File: config.mk
export PLATFORM = sky130hd
export DESIGN_NAME = spi_mem_bridge
export DESIGN_NICKNAME = d
export VERILOG_FILES = /design/src/rtl/spi_mem_pkg.sv /design/src/rtl/spi_strobe_sync.sv /design/src/rtl/spi_mem_bridge.sv
export SDC_FILE = /design/constraint.sdc
export NUM_CORES = 1
export LEC_CHECK = 0
export CAP_MARGIN = 20
export CORE_ASPECT_RATIO = 1.1
export CORE_MARGIN = 4
export CORE_UTILIZATION = 35
export DETAILED_ROUTE_END_ITERATION = 16
export SLEW_MARGIN = 20
export SYNTH_ARGS = -nofsm -noshare
export SYNTH_HDL_FRONTEND = slang
export SYNTH_SLANG_ARGS = --single-unit
export TNS_END_PERCENT = 5
File: constraint.sdc
create_clock -name clk -period 1.9 [get_ports clk]
set_input_delay 0.285 -clock clk [delete_from_list [all_inputs] [get_ports clk]]
set_output_delay 0.285 -clock clk [all_outputs]
set_load 0.01 [all_outputs]
File: src/rtl/spi_mem_pkg.sv
// Shared definitions for the SPI memory path: bus width defaults and the
// bridge state encoding.
`ifndef SPI_MEM_ADDR_WIDTH
`define SPI_MEM_ADDR_WIDTH 16
`endif
`ifndef SPI_MEM_DATA_WIDTH
`define SPI_MEM_DATA_WIDTH 8
`endif

package spi_mem_pkg;

  localparam int SPI_MEM_ADDR_W      = `SPI_MEM_ADDR_WIDTH;
  localparam int SPI_MEM_DATA_W      = `SPI_MEM_DATA_WIDTH;
  localparam int SPI_MEM_SYNC_STAGES = 2;

  typedef enum logic [1:0] {
    BRIDGE_IDLE  = 2'd0,
    BRIDGE_READ  = 2'd1,
    BRIDGE_WRITE = 2'd2
  } bridge_state_t;

endpackage

File: src/rtl/spi_strobe_sync.sv
// Brings one asynchronous strobe into the clk domain and produces registered
// single-cycle rise/fall pulses aligned with the delayed level.
module spi_strobe_sync #(
  parameter int SYNC_STAGES = 2
) (
  input  logic clk,
  input  logic reset,
  input  logic async_in,
  output logic level,
  output logic rise,
  output logic fall
);

  logic [SYNC_STAGES-1:0] chain;
  logic                   hist;

  always_ff @(posedge clk) begin
    if (reset) begin
      chain <= '0;
      hist  <= 1'b0;
      rise  <= 1'b0;
      fall  <= 1'b0;
    end else begin
      chain <= {chain[SYNC_STAGES-2:0], async_in};
      hist  <= chain[SYNC_STAGES-1];
      rise  <= chain[SYNC_STAGES-1] & ~hist;
      fall  <= ~chain[SYNC_STAGES-1] & hist;
    end
  end

  // hist lines up with the registered pulses, so level and edge agree
  assign level = hist;

endmodule

File: src/rtl/spi_mem_bridge.sv
// Moves SPI-slave (SCK domain) read/write strobes into clk and runs each one
// as a req/ack transaction on the system memory port.
//
// state        | meaning
// BRIDGE_IDLE  | no access in flight, new strobe events accepted
// BRIDGE_READ  | mem_rd held until mem_ack, then mem_rdata -> spi_rdata
// BRIDGE_WRITE | mem_wr held until mem_ack
module spi_mem_bridge
  import spi_mem_pkg::*;
#(
  parameter int ADDR_WIDTH  = SPI_MEM_ADDR_W,
  parameter int DATA_WIDTH  = SPI_MEM_DATA_W,
  parameter int SYNC_STAGES = SPI_MEM_SYNC_STAGES
) (
  input  logic                  clk,
  input  logic                  reset,
  input  logic [ADDR_WIDTH-1:0] spi_addr,
  input  logic [DATA_WIDTH-1:0] spi_wdata,
  input  logic                  spi_rd,
  input  logic                  spi_wr,
  output logic [DATA_WIDTH-1:0] spi_rdata,
  output logic [ADDR_WIDTH-1:0] mem_addr,
  output logic [DATA_WIDTH-1:0] mem_wdata,
  output logic                  mem_rd,
  output logic                  mem_wr,
  input  logic [DATA_WIDTH-1:0] mem_rdata,
  input  logic                  mem_ack,
  output logic                  overrun,
  input  logic                  overrun_clear,
  output logic                  busy
);

  bridge_state_t state_q, state_d;

  logic                  rd_level, rd_rise, rd_fall;
  logic                  wr_level, wr_rise, wr_fall;
  logic                  start_rd, start_wr, drop_evt;
  logic [ADDR_WIDTH-1:0] addr_hold;
  logic                  unused_sync;

  spi_strobe_sync #(.SYNC_STAGES(SYNC_STAGES)) u_rd_sync (
    .clk     (clk),
    .reset   (reset),
    .async_in(spi_rd),
    .level   (rd_level),
    .rise    (rd_rise),
    .fall    (rd_fall)
  );

  spi_strobe_sync #(.SYNC_STAGES(SYNC_STAGES)) u_wr_sync (
    .clk     (clk),
    .reset   (reset),
    .async_in(spi_wr),
    .level   (wr_level),
    .rise    (wr_rise),
    .fall    (wr_fall)
  );

  assign unused_sync = ^{rd_level, rd_fall, wr_level};

  // A write outranks a simultaneous read; the read then counts as dropped.
  always_comb begin
    state_d  = state_q;
    start_rd = 1'b0;
    start_wr = 1'b0;
    drop_evt = 1'b0;
    case (state_q)
      BRIDGE_IDLE: begin
        if (wr_fall) begin
          start_wr = 1'b1;
          drop_evt = rd_rise;
          state_d  = BRIDGE_WRITE;
        end else if (rd_rise) begin
          start_rd = 1'b1;
          state_d  = BRIDGE_READ;
        end
      end
      BRIDGE_READ, BRIDGE_WRITE: begin
        drop_evt = rd_rise | wr_fall;
        if (mem_ack) state_d = BRIDGE_IDLE;
      end
      default: state_d = BRIDGE_IDLE;
    endcase
  end

  always_ff @(posedge clk) begin
    if (reset) begin
      state_q   <= BRIDGE_IDLE;
      addr_hold <= '0;
      mem_addr  <= '0;
      mem_wdata <= '0;
      spi_rdata <= '0;
      overrun   <= 1'b0;
    end else begin
      state_q <= state_d;
      // the SPI address has already advanced by the time wr falls
      if (wr_rise) addr_hold <= spi_addr;
      if (start_rd) begin
        mem_addr <= spi_addr;
      end else if (start_wr) begin
        mem_addr  <= addr_hold;
        mem_wdata <= spi_wdata;
      end
      if (state_q == BRIDGE_READ && mem_ack) spi_rdata <= mem_rdata;
      if (drop_evt) overrun <= 1'b1;
      else if (overrun_clear) overrun <= 1'b0;
    end
  end

  assign mem_rd = (state_q == BRIDGE_READ);
  assign mem_wr = (state_q == BRIDGE_WRITE);
  assign busy   = (state_q != BRIDGE_IDLE);

endmodule

==> impl_metrics.json <==
{
  "ys_async_sr_fraction": 0,
  "finalSetupViolCount": 0,
  "yosysUniqueCellTypes": 28,
  "initial_core_util": 0.3639,
  "drt-vias-per-instance": 4.637,
  "place.gp.congestion": 0.7463,
  "seqPwrFrac": 0.499,
  "cts.htree.levels": 3,
  "p_int_mw": 2.035,
  "cellPowerDensity_mw_per_mm2": 810.3,
  "switching_share": 0.2265,
  "finalCriticalPeriod_ns": 1.781,
  "clock-root-buffer": "clkbuf_8",
  "synthesis.area_mm2": 0.002267,
  "power.leakage_nw": 1.227,
  "antenna_found_initial": 0,
  "crit_type": "reg -> out",
  "clock_path_buffers": 2,
  "max_slew_margin": 0.8228,
  "hold_violations": 0,
  "antenna_left": 0,
  "cts_sinks": 60,
  "max-cap-violations": 0,
  "critPathMaxFanout": 3,
  "slew_viol_final": 0,
  "diodes": 0,
  "period_share": 0.9375,
  "p_sw_mw": 0.5958,
  "cts_setup_buffers": 0,
  "p_clk_frac": 0.404,
  "status": "completed",
  "worstPathArrival_ns": 1.50,
  "vias": 1906,
  "syn_nets": 295,
  "grtUsageTotal": 0.1424,
  "cp-end-kind": "output port",
  "ys_warn_count": 0,
  "cts_hold_buf": 0,
  "yosysMostFrequentCell": "nor2_1",
  "grt_max_degree": 59,
  "coreArea_mm2": 0.006231,
  "yosysTopAreaCellShare": 0.5298,
  "clock_latency_ns": 0.33,
  "synthTopCellsByArea": "dfxtp_1 53%, nor2_1 11%, mux2i_1 7.1%",
  "die_h_um": 92.41,
  "worst_slew_pin_slew_ns": 0.2633,
  "synthCells": 253,
  "area_growth_pct": 43.21,
  "die_w_um": 84.74,
  "met2_usage": 0.2226,
  "place_hpwl_um": 3539,
  "met3_usage": 0.04626,
  "grt_util_met1": 0.1719,
  "busiest_layer": "met2",
  "drive_above_1_share": 0.08157,
  "rsz0062_at_grt": "false",
  "synth_area_per_cell_um2": 8.961,
  "grt_pass1_vias": 1814,
  "wl_per_cell_um": 13.06,
  "drt_wl_total_um": 5367,
  "fmax_mhz": 561.4,
  "whs_ns": 0.3865,
  "ys.flop_type": "dfxtp_1",
  "ir_worst_vdd_mv": 0.4121,
  "die_area_mm2": 0.007831,
  "ys_ff_latch": 60,
  "fp-row-count": 30,
  "num_io_pins": 74,
  "start_kind": "flop",
  "drc_errors": 0,
  "clk_pin_slew_worst_paths_ns": 0.07,
  "detail_route.first_pass.iterations": 4,
  "clock_skew_ns": 0.009722,
  "portBuffers": 73,
  "cts_buffers": 9,
  "cp_data_required_time_ns": 1.62,
  "cts_tree": "done",
  "nNetsFinal": 369,
  "hold_path.class": "reg -> reg",
  "fin_tns_setup_ns": 0,
  "ys_top_cells_by_count": "64 x nor2_1, 60 x dfxtp_1, 27 x nand2_1",
  "cts_resized": 3,
  "ys_seq_area_frac": 0.5298,
  "drtIter0Drc": 57,
  "synth.largest_area_cell": "dfxtp_1",
  "overflow": 0,
  "power_frac_comb": 0.096,
  "grt_pass1_wl_um": 8666,
  "synth-edff-count": 0
}
layer usage:
metal / vias up / part of all wire
met5: - / 0
met4: 0 / 0.023
met3: 9 / 0.057
met2: 58 / 0.46
met1: 858 / 0.46
li1: 981 / -
worst max-delay path, stage by stage, from the launching register on:
cell	delay, ns
dfxtp_1	0.33
inv_1	0.10
ha_1	0.18
clkdlybuf4s50_1	0.55
through the flow:
| step | cell area, um^2 | power, mW | utilization | instances | worst slack (ns) |
|---|---|---|---|---|---|
| after global placement | 3063 | 1.595 | 0.4916 | 396 | 0.2894 |
| final | 3247 | 2.631 | 0.5211 | 411 | 0.1188 |
| after floorplan | 2267 | 1.445 | - | 253 | 0.5019 |
| after CTS | 3247 | 2.677 | 0.5211 | 411 | 0.09368 |
| after detailed placement | 3063 | 1.597 | 0.4916 | 396 | 0.2626 |
| after global routing | 3247 | 2.754 | 0.5211 | 411 | 0.02738 |
flip-flops by register name (all words and copies together) (netlist names), 2 cells and up:
register / count
spi_rdata: 8
addr_hold: 16
mem_addr: 16
mem_wdata: 8
u_rd_sync.chain: 2
u_wr_sync.chain: 2
state_q: 2
logic make-up (layout without fill, tap and decap cells):
logic type                 after synthesis  in the layout  share of synthesized area
and+or+nand+nor                        132            132                     0.2737
AOI/OAI and AO/OA                       23             23                    0.05795
DFF                                     60             60                     0.5298
buffers and inverters                   18             96                    0.04580
adders and majority gates                4              4                    0.02208
muxes                                   16             16                    0.07064
path summary, 6_finish.rpt:
path / startpoint / to / slack [ns] / cells past startpoint
hold / removal: u_rd_sync.level / u_rd_sync.rise / 0.39 / 1
setup / recovery: state_q[1] / mem_rd / 0.12 / 3
setup reg to reg: state_q[1] / mem_addr[4] / 0.50 / 6
hold reg to reg: u_rd_sync.level / u_rd_sync.rise / 0.39 / 1
area by class of cell:
| class | count | area [um^2] |
|---|---|---|
| flip-flops and latches | 60 | 1202 |
| clock buffers | 10 | 127.6 |
| well taps | 80 | 100.1 |
| fillers | 605 | 2984 |
| clock inverters | 5 | 53.80 |
| inverters | 3 | 11.26 |
| repair buffers | 78 | 787.0 |
| multi-input cells | 175 | 964.7 |
placed cells by master, fill, tap and decap left out, types with 2 or more instances in the layout:
| master | n |
|---|---|
| clkdlybuf4s50_1 | 71 |
| nand2_1 | 27 |
| clkbuf_8 | 9 |
| nor2_1 | 64 |
| clkinv_2 | 3 |
| buf_12 | 2 |
| nor4_1 | 14 |
| buf_4 | 3 |
| or2b_1 | 2 |
| a21oi_1 | 18 |
| mux2i_1 | 16 |
| nand2b_1 | 2 |
| nand3_1 | 8 |
| dfxtp_1 | 59 |
| nor4_2 | 2 |
| inv_1 | 3 |
| ha_1 | 3 |
| nor2b_1 | 9 |
power groups by stage:
stage / logic, mW / registers (mW) / clock network (mW)
4_1_cts: 0.258 / 1.31 / 1.11
3_5_place_dp: 0.256 / 1.34 / 0
6_report: 0.254 / 1.31 / 1.06
2_1_floorplan: 0.0977 / 1.35 / 0
3_3_place_gp: 0.255 / 1.34 / 0
5_1_grt: 0.277 / 1.32 / 1.16
Power figures use the tool's default switching activity.
